File: src/rtl/cic_comp_pkg.sv
// Shared widths, coefficient table and FSM encoding for the inverse-sinc compensation FIR.
package cic_comp_pkg;

  localparam int unsigned DATA_W = 8;
  localparam int unsigned COEF_W = 10;
  localparam int unsigned FRAC_W = 8;
  localparam int unsigned NTAPS  = 11;
  localparam int unsigned ACC_W  = 22;
  localparam int unsigned PROD_W = DATA_W + COEF_W;
  localparam int unsigned IDX_W  = 4;

  typedef enum logic [1:0] {
    IDLE = 2'd0,
    MAC  = 2'd1,
    DONE = 2'd2
  } state_e;

  typedef logic signed [COEF_W-1:0] coef_t;

  // Symmetric inverse-sinc taps, unity DC gain (sum = 256); index 0 pairs with the newest sample.
  function automatic coef_t coef_lookup(input logic [IDX_W-1:0] idx);
    coef_t c;
    case (idx)
      4'd0:    c = COEF_W'(2);
      4'd1:    c = -COEF_W'(6);
      4'd2:    c = COEF_W'(12);
      4'd3:    c = -COEF_W'(24);
      4'd4:    c = COEF_W'(46);
      4'd5:    c = COEF_W'(196);
      4'd6:    c = COEF_W'(46);
      4'd7:    c = -COEF_W'(24);
      4'd8:    c = COEF_W'(12);
      4'd9:    c = -COEF_W'(6);
      4'd10:   c = COEF_W'(2);
      default: c = '0;
    endcase
    return c;
  endfunction

endpackage

File: src/rtl/cic_comp_coef_rom.sv
// Combinational tap-index to coefficient lookup.
module cic_comp_coef_rom
  import cic_comp_pkg::*;
(
  input  logic        [IDX_W-1:0]  idx,
  output logic signed [COEF_W-1:0] coef_c
);

  // Pure table read; the MAC consumes it in the same cycle.
  always_comb begin
    coef_c = coef_lookup(idx);
  end

endmodule

File: src/rtl/cic_comp_fir_serial.sv
// Serial-MAC inverse-sinc compensation FIR: one tap per clock, one output per accepted sample.
module cic_comp_fir_serial
  import cic_comp_pkg::*;
(
  input  logic                     clk,
  input  logic                     reset,
  input  logic signed [DATA_W-1:0] in_data,
  input  logic                     in_valid,
  output logic                     in_ready,
  output logic signed [DATA_W-1:0] out_data,
  output logic                     out_valid
);

  localparam logic signed [ACC_W-1:0] RND_HALF = ACC_W'(128);
  localparam logic signed [ACC_W-1:0] SAT_MAX  = ACC_W'(127);
  localparam logic signed [ACC_W-1:0] SAT_MIN  = ACC_W'(-128);

  state_e                     state_q, state_d;
  logic        [IDX_W-1:0]    idx_q;
  logic signed [ACC_W-1:0]    acc_q;
  logic signed [DATA_W-1:0]   dly_q [NTAPS];

  logic                       accept_c;
  logic                       mac_en_c;
  logic                       out_load_c;
  logic signed [DATA_W-1:0]   tap_c;
  logic signed [COEF_W-1:0]   coef_c;
  logic signed [PROD_W-1:0]   prod_c;
  logic signed [ACC_W-1:0]    rnd_sum_c;
  logic signed [ACC_W-1:0]    rnd_shr_c;
  logic signed [DATA_W-1:0]   sat_c;

  cic_comp_coef_rom u_coef_rom (
    .idx    (idx_q),
    .coef_c (coef_c)
  );

  // Select the delay-line entry for the current tap index.
  always_comb begin
    tap_c = '0;
    for (int k = 0; k < NTAPS; k++) begin
      if (idx_q == IDX_W'(k)) tap_c = dly_q[k];
    end
  end

  // Signed product, then round-half-up by 2^FRAC_W and clamp to the sample range.
  always_comb begin
    prod_c    = PROD_W'(tap_c) * PROD_W'(coef_c);
    rnd_sum_c = acc_q + RND_HALF;
    rnd_shr_c = rnd_sum_c >>> FRAC_W;
    if (rnd_shr_c > SAT_MAX)      sat_c = DATA_W'(SAT_MAX);
    else if (rnd_shr_c < SAT_MIN) sat_c = DATA_W'(SAT_MIN);
    else                          sat_c = DATA_W'(rnd_shr_c);
  end

  // Next-state and control strobes.
  always_comb begin
    state_d    = state_q;
    accept_c   = 1'b0;
    mac_en_c   = 1'b0;
    out_load_c = 1'b0;
    case (state_q)
      IDLE: begin
        if (in_valid && in_ready) begin
          accept_c = 1'b1;
          state_d  = MAC;
        end
      end
      MAC: begin
        mac_en_c = 1'b1;
        if (idx_q == IDX_W'(NTAPS - 1)) state_d = DONE;
      end
      DONE: begin
        out_load_c = 1'b1;
        state_d    = IDLE;
      end
      default: state_d = IDLE;
    endcase
  end

  // State, accumulator, tap index and registered outputs.
  always_ff @(posedge clk) begin
    if (!reset) begin
      state_q   <= IDLE;
      idx_q     <= '0;
      acc_q     <= '0;
      in_ready  <= 1'b1;
      out_valid <= 1'b0;
      out_data  <= '0;
    end else begin
      state_q   <= state_d;
      in_ready  <= (state_d == IDLE);
      out_valid <= out_load_c;
      if (out_load_c) out_data <= sat_c;
      if (accept_c) begin
        acc_q <= '0;
        idx_q <= '0;
      end else if (mac_en_c) begin
        acc_q <= acc_q + ACC_W'(prod_c);
        idx_q <= idx_q + IDX_W'(1);
      end
    end
  end

  // Sample delay line; newest sample enters at index 0 on accept.
  always_ff @(posedge clk) begin
    if (!reset) begin
      for (int k = 0; k < NTAPS; k++) dly_q[k] <= '0;
    end else if (accept_c) begin
      for (int k = NTAPS - 1; k > 0; k--) dly_q[k] <= dly_q[k-1];
      dly_q[0] <= in_data;
    end
  end

endmodule

File: config.mk
export PLATFORM = sky130hd
export DESIGN_NAME = cic_comp_fir_serial
export DESIGN_NICKNAME = d
export VERILOG_FILES = /design/src/rtl/cic_comp_pkg.sv /design/src/rtl/cic_comp_coef_rom.sv /design/src/rtl/cic_comp_fir_serial.sv
export SDC_FILE = /design/constraint.sdc
export NUM_CORES = 1
export LEC_CHECK = 0
export BUFFER_PORTS_ARGS = -buffer_cell sky130_fd_sc_hd__buf_2
export CORE_UTILIZATION = 48
export CTS_BUF_LIST = sky130_fd_sc_hd__clkbuf_4
export CTS_CLUSTER_SIZE = 24
export DETAILED_ROUTE_END_ITERATION = 10
export HOLD_SLACK_MARGIN = 0.15
export MAX_ROUTING_LAYER = met4
export PLACE_DENSITY = 0.73
export SKIP_LAST_GASP = 1
export SYNTH_ARGS = -nofsm -noshare
export SYNTH_HDL_FRONTEND = slang
export SYNTH_HIERARCHICAL = 1
export SYNTH_SLANG_ARGS = --single-unit
File: constraint.sdc
create_clock -name clk -period 6.2 [get_ports clk]
set_input_delay 0 -clock clk [delete_from_list [all_inputs] [get_ports clk]]
set_output_delay 0 -clock clk [all_outputs]
set_load 0.05 [all_outputs]
==> summary.md <==
| Metric | Value |
|---|---|
| Status | finished, final reports clean |
| Synth warnings | 6 |
| Die X | 151 um |
| Skew final | 0.0202 ns |
| # DRC | 0 |
| Setup crit start | idx_q[1] |
| Top cells by area, synth | edfxtp_1 (25%), fa_1 (19%), and2_1 (7.8%), dfxtp_1 (7.2%), ha_1 (6.7%) |
| Setup TNS | 0 ns |
| Placeable Area | 0.0214 mm^2 |
| Largest net degree at the start of global routing | 63 |
| Crit path launch type | flip-flop |
| Worst EP arrival | 6.62 ns |
| Largest stage delay, worst path | 0.59 ns |
| Fin nets | 1378 |
| FILL cells | 1731 |
| Post-synth top cells | and2_1 (132), inv_1 (127), fa_1 (103) |
| Grt total ovfl | 0 |
| Slowest-stage cell, CP | fa_1 |
| Critical Path End | acc_q[19] |
| Routability cong. | 0.900 |
| Pwr/cell area | 267 mW/mm^2 |
| Hold Path Depth | 3 |
| Worst-margin pin slew | 1.04 ns |
| EDFF count, synth | 88 |
| Reg-to-Reg End | acc_q[19] |
| PortBufs | 20 |
| Final period utilization | 99.5% |
| Mapped Area | 0.0106 mm^2 |
| Vias per cell | 5.48 |
| First-pass GRT wire length | 39.6 mm |
| Post-synth top area share | 25.0% |
| VDD IR max | 170 uV |
| Leak | 5.60 nW |
| WP data required | 6.65 ns |
| Clk pin slew, worst setup/hold paths | 0.13 ns |
| Critical path class | reg -> reg |
| Crit path top cell by count | fa_1 |
| Worst slew margin | 30.6% |
| Num CTS Buffers | 17 |
| Dpl cells | 1434 |
| Via count | 8202 |
| Slack of the critical path | 0.0322 ns |
| I/O Pins | 21 |
| Final setup violation count | 0 |
| Net Count, Synth | 1240 |
| Largest fanout on the critical path | 6 |
| DP HPWL | 17.6 mm |
| Setup slack, reg-to-reg | 0.03 ns |
| RSZ-0062 raised after global routing | true |
| Register area share after synthesis | 32.1% |
| Syn_area_per_cell | 9.90 um^2 |
| Initial antenna violation count | 1 |
| Vias in the first global route | 8049 |
| Deepest clock path buffer count | 2 |
| Number of max-cap violations | 0 |
| Final wirelength | 25.6 mm |
| Drt first-iter violations | 585 |
| H-tree Lvls | 4 |
| Seq cells post-synth | 126 |
| Skew-Pair Late Insertion Delay | 0.55 ns |
| Chip Height | 151 um |
| Reg2reg start | idx_q[1] |
| CP cell instances | inv_4 > ha_4 > nor4b_4 > buf_6 > o2bb2ai_4 > a21oi_2 > o22a_1 > o31ai_4 > buf_4 > and2_4 > fa_1 > fa_1 > fa_1 > fa_1 > ha_1 > ha_2 > or3_4 > o211ai_4 > a21oi_2 > or3_1 > a32o_1 |
| Std cell rows | 53 |
| Root buffer cell | clkbuf_4 |
| All-Layer GR Usage | 23.1% |
| Fin crit period | 6.17 ns |
| Kind of end point of the critical path | flip-flop |
| FF-to-FF path depth | 21 |
| Slew Viols, Final | 0 |
| CTS tree | done |
| Final ANT Viol Nets | 0 |
| Filler-free cell count of the finished design | 1496 |
| Post-Synthesis Cells | 1069 |
| Final count of hold timing violations | 0 |
| Die footprint | 0.0227 mm^2 |
| Layout cells sized above 1 | 25.1% |
| Achievable Freq | 162 MHz |
| Drt first pass iters | 5 |
| Sink Count | 126 |
| Count leader, synth | and2_1 |
| Ys flop type | edfxtp_1 |
| Initial core utilization | 49.6% |
| Yosys top cell by area | edfxtp_1 |
| Avg WL per Cell | 17.1 um |
| Synth cell types | 68 |
| Share of synthesized registers carrying an async set or reset | 0% |
| Layout area overhead | 22.2% |
| Post-Place Setup Slack | -0.262 ns |
| HP Class | in -> reg |
[cells in the final DEF, fill, tap and decap left out, types with 8 or more instances in the layout]
| cell | n |
|---|---|
| o211ai_1 | 9 |
| o21ai_0 | 33 |
| nor2b_1 | 13 |
| and2_1 | 122 |
| inv_1 | 118 |
| nand2b_1 | 8 |
| and2_4 | 10 |
| buf_2 | 22 |
| buf_4 | 122 |
| nand3_1 | 9 |
| nor2_1 | 46 |
| a21oi_2 | 11 |
| o21ai_1 | 12 |
| edfxtp_1 | 88 |
| nand2_1 | 81 |
| nor3_1 | 15 |
| dfxtp_1 | 36 |
| a21oi_1 | 60 |
| fa_1 | 97 |
| mux2i_1 | 8 |
| nand3b_1 | 10 |
| clkbuf_4 | 18 |
| ha_1 | 33 |
| dlygate4sd3_1 | 10 |
| ha_4 | 18 |
| xnor2_1 | 18 |
| buf_6 | 9 |
[stage by stage]
step                power, W  hold WS, ns  util, %  instance area [um^2]
finish               0.00346        0.257     60.6                 12900
detailed placement   0.00249        0.282     55.0                 11700
CTS                  0.00318        0.211     57.7                 12300
global placement     0.00246        0.276     55.0                 11700
floorplan            0.00199        0.198        -                 10600
global route         0.00369        0.219     60.6                 12900
[how the worst min path moves through the flow]
stage,from,to,slack (ns)
after detailed placement,in_data[1],dly_q[0][1],0.28
after CTS,in_data[0],dly_q[0][0],0.21
after global routing,in_data[1],dly_q[0][1],0.22
final,in_data[2],dly_q[0][2],0.26
after floorplan,in_data[0],dly_q[0][0],0.20
after global placement,in_data[2],dly_q[0][2],0.28
[power breakdown]
group	total (W)	internal, W	switching [W]
registers	0.00106	0.000979	0.0000773
clock network	0.000639	0.000292	0.000346
logic	0.00176	0.000854	0.000909
[logic make-up (layout without fill, tap and decap cells)]
| kind of cell | Yosys count | count (layout) | share of synthesized area (%) |
|---|---|---|---|
| compound gates | 206 | 206 | 13.0 |
| buf+inv | 177 | 328 | 6.94 |
| other cells | 1 | 2 | 0.0354 |
| simple gates | 365 | 365 | 18.8 |
| fa+ha+maj | 160 | 160 | 26.2 |
| xor+xnor | 25 | 25 | 2.07 |
| flops | 126 | 126 | 32.1 |
| mux | 9 | 9 | 0.898 |
[registers in the layout, indices dropped and copies added (netlist names)]
signal     cells
acc_q         22
dly_q         88
idx_q          4
in_ready       1
out_data       8
out_valid      1
state_q        2
[worst max-delay path: cells and delay by family (launching register included)]
family	cells	cell delay (ns)
adder cells (fa/ha/maj)	7	2.67
flip-flops	1	0.39
AND/OR/NAND/NOR	4	1.19
buffers and inverters	3	0.42
AO/OA/AOI/OAI	7	1.41
[layout make-up]
cell class,count,area (um^2),area share (%)
diodes,1,2.50,0.0193
clock buffers,18,135,1.04
clock inverters,14,185,1.43
inverters,127,484,3.74
multi-input cells,766,7040,54.4
flip-flops and latches,126,3410,26.4
well taps,275,344,2.66
repair buffers,169,1330,10.3
[per-layer routing]
| layer | vias to the layer above | GRT usage (%) | share of wire, % |
|---|---|---|---|
| li1 | 3886 | - | - |
| met1 | 4065 | 30.8 | 44 |
| met2 | 213 | 36.8 | 50 |
| met3 | 38 | 3.73 | 4.5 |
| met4 | 0 | 5.91 | 1.5 |
| met5 | - | - | 0 |
[timing repair]
| action | in CTS | in global routing |
|---|---|---|
| setup endpoints to repair | 13 | 13 |
| resized for setup | 27 | 117 |
| cloned | 0 | 2 |
| pin swaps | 6 | 95 |
| hold buffers | 10 | 0 |
| setup buffers | 3 | 15 |
| endpoints found under the hold margin | 36 | 0 |
Note: power is estimated with default switching activity, not from simulation.
